### src/rtl/serial_slave_burst.sv
// serial_slave_burst: bit-serial bus slave doing single/burst reads and writes
// to a local RAM. In: clk, rst (async high), control, wD, valid, last.
// Out: rD (serial read data), ready, busy (not IDLE), err (bad address pulse).
module serial_slave_burst #(
  parameter int DATA_WIDTH = 8,
  parameter int ADDR_DEPTH = 16,
  parameter int SLAVES     = 3,
  parameter int SLAVE_ID   = 1,
  parameter int MAX_BURST  = 4
) (
  input  logic clk,
  input  logic rst,
  input  logic control,
  input  logic wD,
  input  logic valid,
  input  logic last,
  output logic rD,
  output logic ready,
  output logic busy,
  output logic err
);
  localparam int AW      = $clog2(ADDR_DEPTH);
  localparam int IDW     = $clog2(SLAVES + 1);
  localparam int CFG_LEN = 5 + IDW + AW;
  localparam int CCW     = $clog2(CFG_LEN + 1);
  localparam int BCW     = $clog2(DATA_WIDTH + 1);
  localparam int WCW     = $clog2(MAX_BURST + 1);

  typedef enum logic [2:0] {
    IDLE, CFG, DECODE, RD_FETCH, RD_SHIFT, WR_SHIFT, WR_COMMIT
  } state_t;

  state_t                state_q, state_d;
  logic [CFG_LEN-1:0]    cfg_q, cfg_d;
  logic [CCW-1:0]        ccnt_q, ccnt_d;
  logic [AW-1:0]         addr_q, addr_d;
  logic                  burst_q, burst_d;
  logic [DATA_WIDTH-1:0] sh_q, sh_d;
  logic [BCW-1:0]        bcnt_q, bcnt_d;
  logic [WCW-1:0]        wcnt_q, wcnt_d;
  logic                  lseen_q, lseen_d;
  logic                  we;
  logic [DATA_WIDTH-1:0] mem [ADDR_DEPTH];

  logic [2:0]     f_start;
  logic [IDW-1:0] f_id;
  logic           f_rw;
  logic           f_burst;
  logic [AW-1:0]  f_addr;
  logic           hit;
  logic           more_ok;
  logic           bit_end;
  logic [AW-1:0]  addr_nxt;

  assign f_start = cfg_q[CFG_LEN-1 -: 3];
  assign f_id    = cfg_q[CFG_LEN-4 -: IDW];
  assign f_rw    = cfg_q[AW+1];
  assign f_burst = cfg_q[AW];
  assign f_addr  = cfg_q[AW-1:0];

  assign hit      = (f_start == 3'b111) && (32'(f_id) == SLAVE_ID);
  assign more_ok  = burst_q && (32'(wcnt_q) + 1 < MAX_BURST);
  assign bit_end  = (32'(bcnt_q) == DATA_WIDTH - 1);
  assign addr_nxt = (32'(addr_q) == ADDR_DEPTH - 1) ? '0 : addr_q + 1'b1;
  assign busy     = (state_q != IDLE);

  always_comb begin
    state_d = state_q;
    cfg_d   = cfg_q;
    ccnt_d  = ccnt_q;
    addr_d  = addr_q;
    burst_d = burst_q;
    sh_d    = sh_q;
    bcnt_d  = bcnt_q;
    wcnt_d  = wcnt_q;
    lseen_d = lseen_q;
    rD      = 1'b0;
    ready   = 1'b1;
    err     = 1'b0;
    we      = 1'b0;
    unique case (state_q)
      IDLE: begin
        if (control) begin
          cfg_d   = {cfg_q[CFG_LEN-2:0], 1'b1};
          ccnt_d  = CCW'(1);
          state_d = CFG;
        end
      end
      CFG: begin
        cfg_d  = {cfg_q[CFG_LEN-2:0], control};
        ccnt_d = ccnt_q + 1'b1;
        if (32'(ccnt_q) == CFG_LEN - 1) begin
          ccnt_d  = '0;
          state_d = DECODE;
        end
      end
      DECODE: begin
        // a frame for someone else leaves us looking idle
        ready   = !hit;
        state_d = IDLE;
        if (hit && (32'(f_addr) >= ADDR_DEPTH)) begin
          err = 1'b1;
        end else if (hit) begin
          addr_d  = f_addr;
          burst_d = f_burst;
          wcnt_d  = '0;
          bcnt_d  = '0;
          lseen_d = 1'b0;
          state_d = f_rw ? WR_SHIFT : RD_FETCH;
        end
      end
      RD_FETCH: begin
        ready   = 1'b0;
        sh_d    = mem[addr_q];
        bcnt_d  = '0;
        lseen_d = 1'b0;
        state_d = RD_SHIFT;
      end
      RD_SHIFT: begin
        rD      = sh_q[DATA_WIDTH-1];
        sh_d    = sh_q << 1;
        bcnt_d  = bcnt_q + 1'b1;
        lseen_d = lseen_q | last;
        if (bit_end) begin
          if (more_ok && !(lseen_q || last)) begin
            addr_d  = addr_nxt;
            wcnt_d  = wcnt_q + 1'b1;
            state_d = RD_FETCH;
          end else begin
            state_d = IDLE;
          end
        end
      end
      WR_SHIFT: begin
        if (valid) begin
          sh_d   = {sh_q[DATA_WIDTH-2:0], wD};
          bcnt_d = bcnt_q + 1'b1;
          if (bit_end) begin
            lseen_d = last;
            bcnt_d  = '0;
            state_d = WR_COMMIT;
          end
        end
      end
      WR_COMMIT: begin
        ready = 1'b0;
        we    = 1'b1;
        if (more_ok && !lseen_q) begin
          addr_d  = addr_nxt;
          wcnt_d  = wcnt_q + 1'b1;
          bcnt_d  = '0;
          state_d = WR_SHIFT;
        end else begin
          state_d = IDLE;
        end
      end
      default: state_d = IDLE;
    endcase
  end

  always_ff @(posedge clk or posedge rst) begin
    if (rst) begin
      state_q <= IDLE;
      cfg_q   <= '0;
      ccnt_q  <= '0;
      addr_q  <= '0;
      burst_q <= 1'b0;
      sh_q    <= '0;
      bcnt_q  <= '0;
      wcnt_q  <= '0;
      lseen_q <= 1'b0;
    end else begin
      state_q <= state_d;
      cfg_q   <= cfg_d;
      ccnt_q  <= ccnt_d;
      addr_q  <= addr_d;
      burst_q <= burst_d;
      sh_q    <= sh_d;
      bcnt_q  <= bcnt_d;
      wcnt_q  <= wcnt_d;
      lseen_q <= lseen_d;
    end
  end

  // RAM is not reset; writes only happen from WR_COMMIT, which reset leaves
  always_ff @(posedge clk) begin
    if (we && !rst) begin
      mem[addr_q] <= sh_q;
    end
  end
endmodule

### config.mk
export PLATFORM = sky130hd
export DESIGN_NAME = serial_slave_burst
export DESIGN_NICKNAME = d
export VERILOG_FILES = /design/src/rtl/serial_slave_burst.sv
export SDC_FILE = /design/constraint.sdc
export NUM_CORES = 1
export LEC_CHECK = 0
export CORE_ASPECT_RATIO = 0.6
export CORE_UTILIZATION = 55
export CTS_CLUSTER_SIZE = 12
export DETAILED_ROUTE_END_ITERATION = 8
export PLACE_DENSITY = 0.8
export SYNTH_ARGS = -nofsm -noshare
export SYNTH_HDL_FRONTEND = slang
export SYNTH_SLANG_ARGS = --single-unit
export TNS_END_PERCENT = 20
### constraint.sdc
create_clock -name clk -period 2.8 [get_ports clk]
set_input_delay 0.28 -clock clk [delete_from_list [all_inputs] [get_ports clk]]
set_output_delay 0.28 -clock clk [all_outputs]
set_load 0.01 [all_outputs]
==> run summary <==
Setup repair after global routing left no endpoint under its margin. The cell area after synthesis is 7100 um2. The number of nets handed over by synthesis was 502.

The type of destination of the critical path is an output port. The share of the Yosys chip area taken by registers is 0.679. TritonCTS built the clock tree. Clock tree synthesis selected as its root buffer the cell clkbuf_16. The biggest fanout along the worst timing path is 4.

The maximum resistive drop on vdd is 0.000537 V. CTS saw 167 sinks. The most frequent cell after synthesis is edfxtp_1. The placement row count came out at 31. Measured in cells, the most critical reg-to-reg path has a length of 6. The final global-route overflow total came out at 0. During synthesis, Yosys emitted a total of 0 warnings.

The worst register-to-register path begins at state_q[1]$_DFFE_PP0P_. The detailed-router iteration count before antenna repair is 5. Yosys attributes the largest share of cell area to edfxtp_1 54%, dfrtp_1 14%, mux4_2 8.6%. The achievable frequency is ~400 MHz. The register-to-register setup slack is 470 ps.

The first global-routing pass estimated 24.7 mm of wire. For this run, design rule violations remaining after detail routing come to 0. The HPWL after detailed placement is ~10 mm. The clock transition at the register clock pins on the worst setup and hold paths after CTS is 80 ps.

After layout, the design draws a total of a little over 7 mW. At the pin with the least slew margin, the transition time is 808 ps. The final weighted congestion in routability-driven placement is 0.959. The max-cap violation count is 0. The final non-filler cell total came out at 702.

In this run, synthesis produced a sequential element count of 167. The placeable core area came out at 12300 um2. Of the available clock period, the critical path in the final layout requires 0.874. The worst hold path belongs to the class in -> async. Including well taps, the total number of placed cells is 670. The share of the synthesized area in the top cell type came out at 0.542.

The critical path is of the reg -> out type. Data arrives at the worst endpoint at 2170 ps. In the synthesized netlist the dominant register cell turns out to be edfxtp_1. Power spread over the standard cell area amounts to roughly 870 nW/um2. The worst setup path is launched from a register. The repair_antennas step left the layout with diodes totalling 0.

The die outline height came out at 90.0 um. In this run the worst setup path terminates at ready. The count of final setup violators came out at 0. The shortest clock period the worst path allows after layout is approximately 2400 ps. The H-tree generated during clock tree synthesis spans 4 levels.

At the end of the flow the core is filled with cells to 0.659. A synthesized cell averages 14.5 um2. The biggest area consumer among synthesized cells is edfxtp_1. The final count of pins violating max slew came to 0.

The count of port buffers added during placement came out at 8. The total track usage is 0.254. The count of fill cells added during filler insertion is 792. For this design the top-level I/O count stands at 10. The run finished with clean final reports. In the final layout, the share of cells above drive strength 1 is 0.190. The width of the chip came out at 149 um. After detailed routing, the number of vias per cell comes to 6.23. The number of buffers between clock root and the deepest sink is 2. The net count of the finished layout is 538.

The cell count after synthesis came out at 488. The final wirelength came out at 15.8 mm. In this run, the number of DRC markers left after iteration 0 of detailed routing was 520. The post-cts sizing count came out at 0.

The remaining antenna violation count is 0. The count of distinct cell types in the synthesized netlist came out at 50. The required time reported for the critical path endpoint is 2520 ps. Clock skew on the completed layout was measured at approximately 19 ps. The final hold violation count is 0. The number of setup buffers added after CTS came out at 0. The die area came out at 13400 um2. The final sum of negative setup slack is 0 ps.

The area growth from synthesis to final layout is 14.2%. The startpoint of the worst setup timing path is cfg_q[9]$_DFFE_PP0P_. In this run, synthesis inferred 128 flip-flops with an integrated enable. The number of antenna violations at the first check in global routing is 0. The routed layout has 4374 vias. The endpoint identified for the worst register-to-register timing path is mem[3][5]$_DFFE_PP_. In the synthesized netlist, the cells that appear most often are 128 x edfxtp_1, 60 x nand2_1, 42 x nor2_1. The pin count of the biggest net entering global routing is 40.

The initial utilization of the core area, before any placement, comes to 0.577. The CTS buffer count came out at 17. The per-cell routed wire length came out at 22.5 um. The leakage power came out at 3.02 nW. The headroom to the max-slew limit is 0.461. The via count of the first global-routing pass came out at 4282. For this design, the CTS-stage hold fixing added 0 buffers.

The post-synthesis async set-or-reset flop share came out at 0.234. The later-pin clock latency in the skew report came out at between 400 and 500 ps.
-- cells in the final DEF, fill, tap and decap left out, types with 5 or more instances in the layout --
master,synthesis,final
buf_4,4,35
o22ai_1,8,8
mux2i_1,15,15
nand2b_1,8,8
nor2_1,42,42
mux4_2,27,27
a211oi_1,9,9
clkbuf_16,0,17
o21ai_1,5,5
edfxtp_1,128,128
inv_6,0,7
clkdlybuf4s50_1,0,8
nand2_1,60,60
o21ai_0,10,10
a31oi_1,14,14
nor3_1,10,9
inv_1,9,9
nand3_1,7,7
mux2_1,5,5
a21oi_1,15,15
or3_1,5,5
dfrtp_1,39,38
ha_1,8,8
-- per-stage QoR --
step	area, um2	setup slack (ps)	hold slack, ps
floorplan	7100	245	420
global placement	7520	619	465
detailed placement	7520	564	481
CTS	8100	137	348
global route	8110	194	392
finish	8110	353	331
-- state kept, by name, indices dropped and copies added (netlist names) --
name,flops
bcnt_q,4
lseen_q,1
wcnt_q,3
ccnt_q,4
addr_q,4
mem,128
state_q,3
cfg_q,11
sh_q,8
burst_q,1
-- area by class of cell --
class | instances | area (um2) | share of cell area
clock inverters | 15 | 153 | 0.0188
clock buffers | 17 | 425 | 0.0525
well taps | 165 | 206 | 0.0255
repair buffers | 43 | 343 | 0.0423
multi-input cells | 284 | 2120 | 0.261
inverters | 11 | 41.3 | 0.00509
flip-flops and latches | 167 | 4820 | 0.595
-- power breakdown --
part | internal, mW | switching, mW
combinational | 0.447 | 0.718
sequential | 3.16 | 0.481
clock | 1.19 | 1.07
total | 4.80 | 2.27
-- cell families (layout without fill, tap and decap cells) --
family,Yosys count,count (layout),share of synthesized area
AO/OA/AOI/OAI,77,77,0.0698
adder cells (fa/ha/maj),8,8,0.0141
buffers and inverters,37,86,0.0233
flip-flops,167,167,0.679
multiplexers,48,48,0.116
other,1,1,0.000528
AND/OR/NAND/NOR,150,150,0.0966
-- worst min path at each step --
stage / end / from / cells past startpoint
after CTS: cfg_q[9]$_DFFE_PP0P_ / rst / 3
after global routing: cfg_q[8]$_DFFE_PP0P_ / rst / 3
after global placement: cfg_q[10]$_DFFE_PP0P_ / cfg_q[10]$_DFFE_PP0P_ / 2
after detailed placement: burst_q$_DFFE_PP0P_ / burst_q$_DFFE_PP0P_ / 1
after floorplan: cfg_q[0]$_DFFE_PP0P_ / control / 1
final: cfg_q[9]$_DFFE_PP0P_ / rst / 3
-- routing by layer --
metal,part of all wire,GRT usage
met1,0.44,0.401
met5,0,0
met3,0.12,0.0761
met2,0.43,0.346
met4,0.0053,0.0550
-- critical path: stages, from the launching register on --
cell and delay, ps:
dfrtp_1 370, nand2_1 90, nor3_2 390, nor3_1 140, a211o_1 280, clkdlybuf4s50_1 470
Note: power is estimated with default switching activity, not from simulation.
